--- src/rtl/cv32e40s_glitch_pkg.sv ---
// Shared types for the lockstep glitch detector.
// State encoding and alert widths used by the detector and its bench.
package cv32e40s_glitch_pkg;

  typedef enum logic [1:0] {
    GD_MONITOR = 2'd0,
    GD_SUSPECT = 2'd1,
    GD_FAULT   = 2'd2
  } gd_state_e;

  localparam int unsigned GD_STATE_W = 2;
  localparam int unsigned GD_ALERT_W = 1;

endpackage

--- src/rtl/cv32e40s_lockstep_delay.sv ---
// Skew line for the master bundle: a DEPTH-stage shift register.
// DEPTH of zero collapses to a wire.
module cv32e40s_lockstep_delay #(
  parameter int unsigned WIDTH = 33,
  parameter int unsigned DEPTH = 2
) (
  input  logic             clk,
  input  logic             reset,
  input  logic [WIDTH-1:0] d_i,
  output logic [WIDTH-1:0] q_o
);

  generate
    if (DEPTH == 0) begin : g_pass
      logic unused_clk_rst;
      assign unused_clk_rst = clk ^ reset;
      assign q_o = d_i;
    end else begin : g_line
      logic [WIDTH-1:0] stage_q [DEPTH];

      // Shift every cycle; reset clears all stages
      always_ff @(posedge clk) begin
        if (reset) begin
          for (int i = 0; i < DEPTH; i++) begin
            stage_q[i] <= '0;
          end
        end else begin
          stage_q[0] <= d_i;
          for (int i = 1; i < DEPTH; i++) begin
            stage_q[i] <= stage_q[i-1];
          end
        end
      end

      assign q_o = stage_q[DEPTH-1];
    end
  endgenerate

endmodule

--- src/rtl/cv32e40s_glitch_detector.sv ---
// Lockstep comparator: delayed master vs shadow bundle.
// Transient mismatches count as minor; a run of them latches a fault.
module cv32e40s_glitch_detector
  import cv32e40s_glitch_pkg::*;
#(
  parameter int unsigned BIT_LENGTH = 32,
  parameter int unsigned DELAY      = 2,
  parameter int unsigned THRESHOLD  = 3,
  parameter int unsigned CNT_WIDTH  = 8
) (
  input  logic                  clk,
  input  logic                  reset,
  input  logic                  enable,
  input  logic                  valid_in,
  input  logic [BIT_LENGTH-1:0] master_in,
  input  logic [BIT_LENGTH-1:0] shadow_in,
  input  logic                  clear_req,
  output logic                  clear_ack,
  output logic                  alert_minor,
  output logic                  alert_major,
  output logic [BIT_LENGTH-1:0] syndrome,
  output logic [CNT_WIDTH-1:0]  transient_cnt,
  output gd_state_e             state_o
);

  localparam int unsigned CW = $clog2(THRESHOLD + 1);
  localparam logic [CW-1:0] THR_C = CW'(THRESHOLD);

  logic [BIT_LENGTH:0]   skew_in;
  logic [BIT_LENGTH:0]   skew_out;
  logic                  valid_d;
  logic [BIT_LENGTH-1:0] master_d;
  logic [BIT_LENGTH-1:0] diff;
  logic                  cmp_vld;
  logic                  mism;
  logic                  clr_edge;

  gd_state_e             state_q, state_d;
  logic [CW-1:0]         consec_q, consec_d;
  logic [BIT_LENGTH-1:0] syn_q, syn_d;
  logic [CNT_WIDTH-1:0]  tcnt_q, tcnt_d;
  logic                  minor_q, minor_d;
  logic                  ack_q;
  logic                  clr_q;

  assign skew_in = {valid_in, master_in};

  cv32e40s_lockstep_delay #(
    .WIDTH (BIT_LENGTH + 1),
    .DEPTH (DELAY)
  ) u_skew (
    .clk   (clk),
    .reset (reset),
    .d_i   (skew_in),
    .q_o   (skew_out)
  );

  assign valid_d  = skew_out[BIT_LENGTH];
  assign master_d = skew_out[BIT_LENGTH-1:0];
  assign diff     = master_d ^ shadow_in;
  assign cmp_vld  = enable & valid_d;
  assign mism     = cmp_vld & (|diff);
  assign clr_edge = clear_req & ~clr_q;

  // Next state: clear dominates, then episode tracking per state
  always_comb begin
    state_d  = state_q;
    consec_d = consec_q;
    syn_d    = syn_q;
    tcnt_d   = tcnt_q;
    minor_d  = 1'b0;
    if (clr_edge) begin
      state_d  = GD_MONITOR;
      consec_d = '0;
      syn_d    = '0;
    end else begin
      unique case (state_q)
        GD_MONITOR: begin
          if (mism) begin
            consec_d = CW'(1);
            syn_d    = diff;
            minor_d  = 1'b1;
            state_d  = (THRESHOLD == 1) ? GD_FAULT
                                        : GD_SUSPECT;
          end
        end
        GD_SUSPECT: begin
          if (mism) begin
            consec_d = consec_q + CW'(1);
            if (consec_d == THR_C) begin
              state_d = GD_FAULT;
            end
          end else if (cmp_vld) begin
            state_d  = GD_MONITOR;
            consec_d = '0;
            if (tcnt_q != '1) begin
              tcnt_d = tcnt_q + CNT_WIDTH'(1);
            end
          end
        end
        GD_FAULT: begin
          state_d = GD_FAULT;
        end
        default: begin
          state_d = GD_MONITOR;
        end
      endcase
    end
  end

  // State and output registers
  always_ff @(posedge clk) begin
    if (reset) begin
      state_q  <= GD_MONITOR;
      consec_q <= '0;
      syn_q    <= '0;
      tcnt_q   <= '0;
      minor_q  <= 1'b0;
      ack_q    <= 1'b0;
      clr_q    <= 1'b0;
    end else begin
      state_q  <= state_d;
      consec_q <= consec_d;
      syn_q    <= syn_d;
      tcnt_q   <= tcnt_d;
      minor_q  <= minor_d;
      ack_q    <= clr_edge;
      clr_q    <= clear_req;
    end
  end

  assign clear_ack     = ack_q;
  assign alert_minor   = minor_q;
  assign alert_major   = (state_q == GD_FAULT);
  assign syndrome      = syn_q;
  assign transient_cnt = tcnt_q;
  assign state_o       = state_q;

endmodule

--- config.mk ---
export PLATFORM = sky130hd
export DESIGN_NAME = cv32e40s_glitch_detector
export DESIGN_NICKNAME = d
export VERILOG_FILES = /design/src/rtl/cv32e40s_glitch_pkg.sv /design/src/rtl/cv32e40s_lockstep_delay.sv /design/src/rtl/cv32e40s_glitch_detector.sv
export SDC_FILE = /design/constraint.sdc
export NUM_CORES = 1
export LEC_CHECK = 0
export ABC_CLOCK_PERIOD_IN_PS = 3400
export CAP_MARGIN = 20
export CORE_ASPECT_RATIO = 0.8
export CORE_UTILIZATION = 52
export CTS_BUF_LIST = sky130_fd_sc_hd__clkbuf_8
export CTS_CLUSTER_SIZE = 14
export DETAILED_ROUTE_END_ITERATION = 10
export MAX_ROUTING_LAYER = met4
export PLACE_DENSITY_LB_ADDON = 0.2
export SYNTH_ARGS = -nofsm -noshare
export SYNTH_HDL_FRONTEND = slang
export SYNTH_SLANG_ARGS = --single-unit
--- constraint.sdc ---
create_clock -name clk -period 3.4 [get_ports clk]
set_input_delay 0.34 -clock clk [delete_from_list [all_inputs] [get_ports clk]]
set_output_delay 0.34 -clock clk [all_outputs]
set_load 0.05 [all_outputs]
==> results of run 1 <==
## cells by family (layout without fill, tap and decap cells)
logic type,count (synthesis),after routing
AOI/OAI and AO/OA,51,51
xor gates and xnor gates,34,34
adders and majority gates,2,2
buffers and inverters,26,150
DFF,113,113
muxes,1,1
and+or+nand+nor,141,141
## stage by stage
stage	cell area [um2]	cells	hold WS, ps
CTS	5410	579	431
global route	5410	579	449
global placement	5020	548	403
detailed placement	5020	548	416
finish	5410	579	433
floorplan	3840	368	392
## path summary, 6_finish.rpt
kind                       to  slack [ps]  cells after the start                         start
min reg2reg         clear_ack         430                      1                         clr_q
max reg2reg  transient_cnt[5]         700                      6  u_skew.g_line.stage_q[0][50]
max          transient_cnt[5]         640                      7                 shadow_in[17]
min                 clear_ack         430                      1                         clr_q
## worst max-delay path: cells and delay by family
kind / cells / cell delay, ps
and+or+nand+nor: 4 / 1810
xor gates and xnor gates: 1 / 380
AOI/OAI and AO/OA: 1 / 150
buffers and inverters: 1 / 420
## per-layer routing
metal	wire length (um)	vias up
li1	-	1460
met1	3430	1300
met2	4080	87
met3	567	14
met4	118	0
met5	0	-
## state kept, by name, summed over array words and instances (netlist names)
signal and flops:
syndrome 32, transient_cnt 8, clear_ack 1, clr_q 1, consec_q 2, state_o 2
alert_minor 1, u_skew.g_line.stage_q 66
## power by group
group	leakage, nW	internal, mW	switching (mW)
sequential	0.926	1.37	0.0154
clock	0.190	0.687	0.535
combinational	0.795	0.133	0.117
total	1.91	2.19	0.668
## layout make-up
class                           count  share of cell area (%)
Inverter                            4                   0.277
Clock inverter                     12                    2.50
Multi-Input combinational cell    229                    27.3
Tap cell                           87                    2.01
Sequential cell                   113                    41.8
Timing Repair Buffer              115                    21.3
Clock buffer                       19                    4.83
## cell usage in the layout, fill, tap and decap left out, drive strengths merged, types with 4 or more instances in the layout
cell and instances:
a211oi 33, a21oi 7, clkbuf 19, clkdlybuf4s50 112, clkinv 5, clkinvlp 4, dfxtp 113, inv 5
nand2 7, nand4 8, nor2 38, nor2b 70, or3 4, xnor2 33
==> flow_summary_export.csv, run 1 <==
group,metric,value,unit
power,power,2.86,mW
clock_network,cts_repair_resize_count,0,
yosys,synth_xor_xnor_area_share,7.74,%
flow_run,cap_viol_max_count,0,
cells_and_area,num_antenna_cells,0,
clock_network,cts_tree,"built",
die,core,7030,um2
clock_network,clkLatencyLatePin,420,ps
global_routing,first_pass_grt_wire_length,13000,um
cells_and_area,design.final.nets,551,
min_path,type_of_the_most_critical_hold_path,"register to register",
sta,layout_worst_path_cycle_share,81.1,%
yosys,seq_area_frac_synth,58.8,%
worst_setup_path,worstPathCellList,"clkdlybuf4s50_1 > xnor2_1 > nand4_1 > or4_1 > or3b_1 > or4_1 > a21oi_1",
yosys,yosysTopAreaCell,"dfxtp_1",
sta,setup_tns,0,ps
die,dieHeight,78.9,um
power,leakagePower,1.91,nW
worst_setup_path,cp.required,3750,ps
power,p_per_cell_area,528,nW/um2
clock_network,cts-buffers-inserted,17,
yosys,post_synth.cell_area_avg,10.4,um2
worst_setup_path,timing_worst_setup_path_type,"input pin to register",
yosys,yosys.area_share.adder,0.651,%
clock_network,post-cts-setup-buffer-count,0,
sta,worstMarginPinSlew,742,ps
yosys,ys_warn_count,0,
worst_setup_path,most_frequent_cell_on_the_critical_path,"or4_1",
yosys,synthesis.nets,439,
sta,worst_slew_margin_rel,50.5,%
cells_and_area,proportion_of_layout_cells_with_a_drive_suffix_above_1,7.52,%
sta,rsz0062_at_grt,"false",
worst_setup_path,cp_max_stage_cell,"or4_1",
yosys,yosysMostFrequentCell,"dfxtp_1",
sta,timing.fmax,0.363,GHz
die,die_w,98.1,um
worst_setup_path,worstSetupStartpointType,"input pin",
yosys,synth.cell_area,3840,um2
drt,vias,2861,
global_routing,grt_pass1_vias,2744,
clock_network,root_buffer,"clkbuf_8",
clock_network,cts_max_path_buffers,2,
clock_network,hold_buf_count_cts,0,
cells_and_area,fillCellCount,487,
yosys,yosys.area_share.simple,20.3,%
sta,setup_ws,643,ps
global_routing,grt_use_met3,8.01,%
yosys,synth-edff-count,0,
die,floorplan.rows,27,
yosys,dominant_combinational_cell_family_by_area_after_synthesis,"simple AND/OR/NAND/NOR gates",
power,vdd.ir_drop.worst,0.331,mV
sta,timing_hold_violations_final,0,
drt,drt-vias-per-instance,4.94,
global_routing,grt.met1_usage,25.5,%
sta,setup_viol_count_final,0,
drt,detailedRoute.firstIterationViolations,101,
global_routing,antenna_found_initial,0,
clock_network,clk_transition_reported_paths,70,ps
drt,route.final.wire_length,8200,um
yosys,ys_async_sr_fraction,0,%
outcome,failed_checks,"design-rule violations",
global_routing,grt_start_max_net_pins,76,
place,dp.final_hpwl,5580,um
die,die_area,7740,um2
place,post-place-ws,256,ps
yosys,synthTopCellsByArea,"dfxtp_1 59%, nor2b_1 11%, xnor2_1 7.5%, a211oi_1 6.4%, nor2_1 3.7%",
yosys,ys_top_cells_by_count,"113 x dfxtp_1, 70 x nor2b_1, 38 x nor2_1",
place,gp_routability_congestion,0.801,
worst_setup_path,critical-path-max-stage-delay,610,ps
yosys,synth_compound_area_share,9.47,%
global_routing,global_route_usage_sum,23.2,%
yosys,multiplexer_fraction_of_the_synthesized_cell_area,0.260,%
yosys,ys.flop_type,"dfxtp_1",
clock_network,clock_sinks,113,
sta,final_max_slew_viol_count,0,
worst_setup_path,worstPathArrival,3100,ps
cells_and_area,area.growth.synth_to_final,40.8,%
worst_setup_path,critical_path.endpoint_type,"register",
drt,post_drt_wl_per_cell,14.2,um
outcome,run_status,"finished, violations left",
sta,fin_crit,2760,ps
yosys,synth.ff_latch_count,113,
cells_and_area,multiInputGateArea,1480,um2
place,port-buffer-count,113,
die,io_pins,114,
yosys,ys_types,37,
drt,firstDrtPassIters,8,
drt,drt_drc_violations_left,6,
worst_setup_path,critical_path.max_fanout,11,
drt,drtAntennaViolNets,0,
cells_and_area,final_core_utilization,77.0,%
yosys,post_synth_inst_count,368,
die,initial_core_util,54.7,%
global_routing,grt_use_met2,38.0,%
sta,clock_skew,9.65,ps
clock_network,htree_num_levels,4,
global_routing,top_usage_layer,"met2",
yosys,synth_largest_type_area_fraction,58.8,%
cells_and_area,register_area,2260,um2
global_routing,grt.overflow.total,0,
No activity file was read; power rests on OpenSTA's default activity.
==> inputs of run 2 (changes only) <==
Settings changed: ABC_CLOCK_PERIOD_IN_PS 3400 to 2280, CORE_UTILIZATION 52 to 44.
Clock period 3.4 ns to 2.28 ns, I/O delays scaled along.
==> flow_summary_export.csv, run 2 (synthesis gave the netlist of run 1 again) <==
group,metric,value,unit
drt,drt_drc_violations_left,1,
cells_and_area,proportion_of_layout_cells_with_a_drive_suffix_above_1,18.4,%
drt,detailedRoute.firstIterationViolations,103,
outcome,failed_checks,"design-rule violations, negative setup slack",
worst_setup_path,cp.required,2620,ps
clock_network,root_buffer,"clkbuf_8",
flow_run,cap_viol_max_count,0,
sta,worst_slew_margin_rel,48.8,%
worst_setup_path,critical_path.max_fanout,7,
sta,worstMarginPinSlew,768,ps
drt,post_drt_wl_per_cell,13.5,um
place,port-buffer-count,113,
die,io_pins,114,
global_routing,grt_pass1_vias,2921,
drt,vias,2906,
drt,route.final.wire_length,8570,um
cells_and_area,largest_register_ffs,66,
sta,setup_ws,-10.4,ps
cells_and_area,largest_register,"u_skew.g_line.stage_q",
worst_setup_path,worstPathArrival,2640,ps
sta,timing.fmax,0.437,GHz
die,initial_core_util,45.3,%
die,die_w,107,um
global_routing,antenna_found_initial,0,
die,core,8480,um2
worst_setup_path,critical-path-max-stage-delay,560,ps
global_routing,grt_start_max_net_pins,76,
worst_setup_path,timing_worst_setup_path_type,"register to register",
clock_network,clock_sinks,113,
clock_network,clkLatencyLatePin,420,ps
cells_and_area,area.growth.synth_to_final,52.2,%
drt,drtAntennaViolNets,0,
sta,layout_worst_path_cycle_share,100,%
worst_setup_path,most_frequent_cell_on_the_critical_path,"or4_4",
min_path,type_of_the_most_critical_hold_path,"input pin to register",
clock_network,clk_transition_reported_paths,70,ps
clock_network,hold_buf_count_cts,0,
sta,setup_tns,-10.4,ps
power,p_per_cell_area,744,nW/um2
power,power,4.35,mW
outcome,run_status,"finished, violations left",
place,gp_routability_congestion,0.766,
cells_and_area,layout_commonest_cell,"dfxtp_1",
power,leakagePower,2.15,nW
die,dieHeight,85.6,um
sta,final.hold.worst_slack,355,ps
cells_and_area,design.final.nets,579,
power,vdd.ir_drop.worst,0.456,mV
sta,clock_skew,6.72,ps
sta,rsz0062_at_grt,"true",
clock_network,cts_tree,"built",
global_routing,first_pass_grt_wire_length,13800,um
sta,fin_crit,2290,ps
die,floorplan.rows,30,
sta,setup_viol_count_final,1,
sta,timing_hold_violations_final,0,
clock_network,htree_num_levels,4,
drt,firstDrtPassIters,7,
global_routing,grt.overflow.total,0,
worst_setup_path,worstSetupStartpointType,"register",
cells_and_area,num_antenna_cells,0,
sta,final_max_slew_viol_count,0,
clock_network,cts_max_path_buffers,2,
drt,drt-vias-per-instance,4.59,
cells_and_area,most-common-layout-cells,"112 x dfxtp_1, 111 x clkdlybuf4s50_1, 70 x nor2b_1",
place,dp.final_hpwl,5960,um
worst_setup_path,critical_path.endpoint_type,"register",
worst_setup_path,cp_max_stage_cell,"or4_4",
place,post-place-ws,-585,ps
worst_setup_path,worstPathCellList,"xnor2_1 > buf_4 > nand4_1 > or4_4 > or3b_4 > or4_4 > a21oi_2",
global_routing,global_route_usage_sum,20.7,%
die,die_area,9120,um2
clock_network,cts-buffers-inserted,17,
run 2: cell count changes in the layout (fill, tap and decap cells not counted), moves of 2 or more:
cell	before	now
a211oi_2	0	4
buf_4	1	29
or4_4	0	3
or4_1	3	0
xnor2_2	0	16
xnor2_1	33	16
clkinv_2	2	4
a21oi_2	0	2
a21oi_1	7	5
a211oi_1	33	29
run 2: area by class of cell:
type	instances	area [um2]
clock buffer	19	262
clock inverter	13	136
fill	673	2630
inverter	4	15.0
multi-input combinational	229	1670
sequential	113	2260
tap	112	140
timing repair buffer	143	1370
run 2: path summary, 6_finish.rpt:
check / from / endpoint / slack, ps / cells after the start
setup reg to reg: u_skew.g_line.stage_q[0][39] / transient_cnt[5] / -10 / 7
setup / recovery: u_skew.g_line.stage_q[0][39] / transient_cnt[5] / -10 / 7
hold / removal: master_in[12] / u_skew.g_line.stage_q[0][12] / 350 / 2
hold reg to reg: clr_q / clear_ack / 420 / 1
run 2: stage by stage:
stage               cells  area [um2]  util, %
floorplan             368        3840        -
global placement      598        5240     61.7
detailed placement    598        5240     61.7
CTS                   633        5770     68.0
global route          633        5850     69.0
finish                633        5850     69.0
run 2: metal layers:
metal  routed length [um]  GRT usage, %  share of wire [%]
met1                 3780          23.3                 44
met4                   94          9.22                1.1
met3                  523          7.75                6.1
met2                 4170          32.9                 49
met5                    0             -                  0
run 2: where the power goes:
part	leakage, nW	switching (mW)	internal (mW)
Sequential	0.927	0.0262	2.04
Clock	0.194	0.810	1.03
Combinational	1.03	0.191	0.255
run 2: what timing repair did:
item	in CTS	in global routing
setup endpoints to repair	36	37
pin swaps	8	6
buffers inserted	3	0
gates resized for setup	17	15
run 2: critical path: cells and delay by family, from the launching register on:
kind,cells,cell delay [ps]
flip-flops,1,330
XOR/XNOR,1,110
AND/OR/NAND/NOR,4,1520
buffers and inverters,1,130
AO/OA/AOI/OAI,1,120
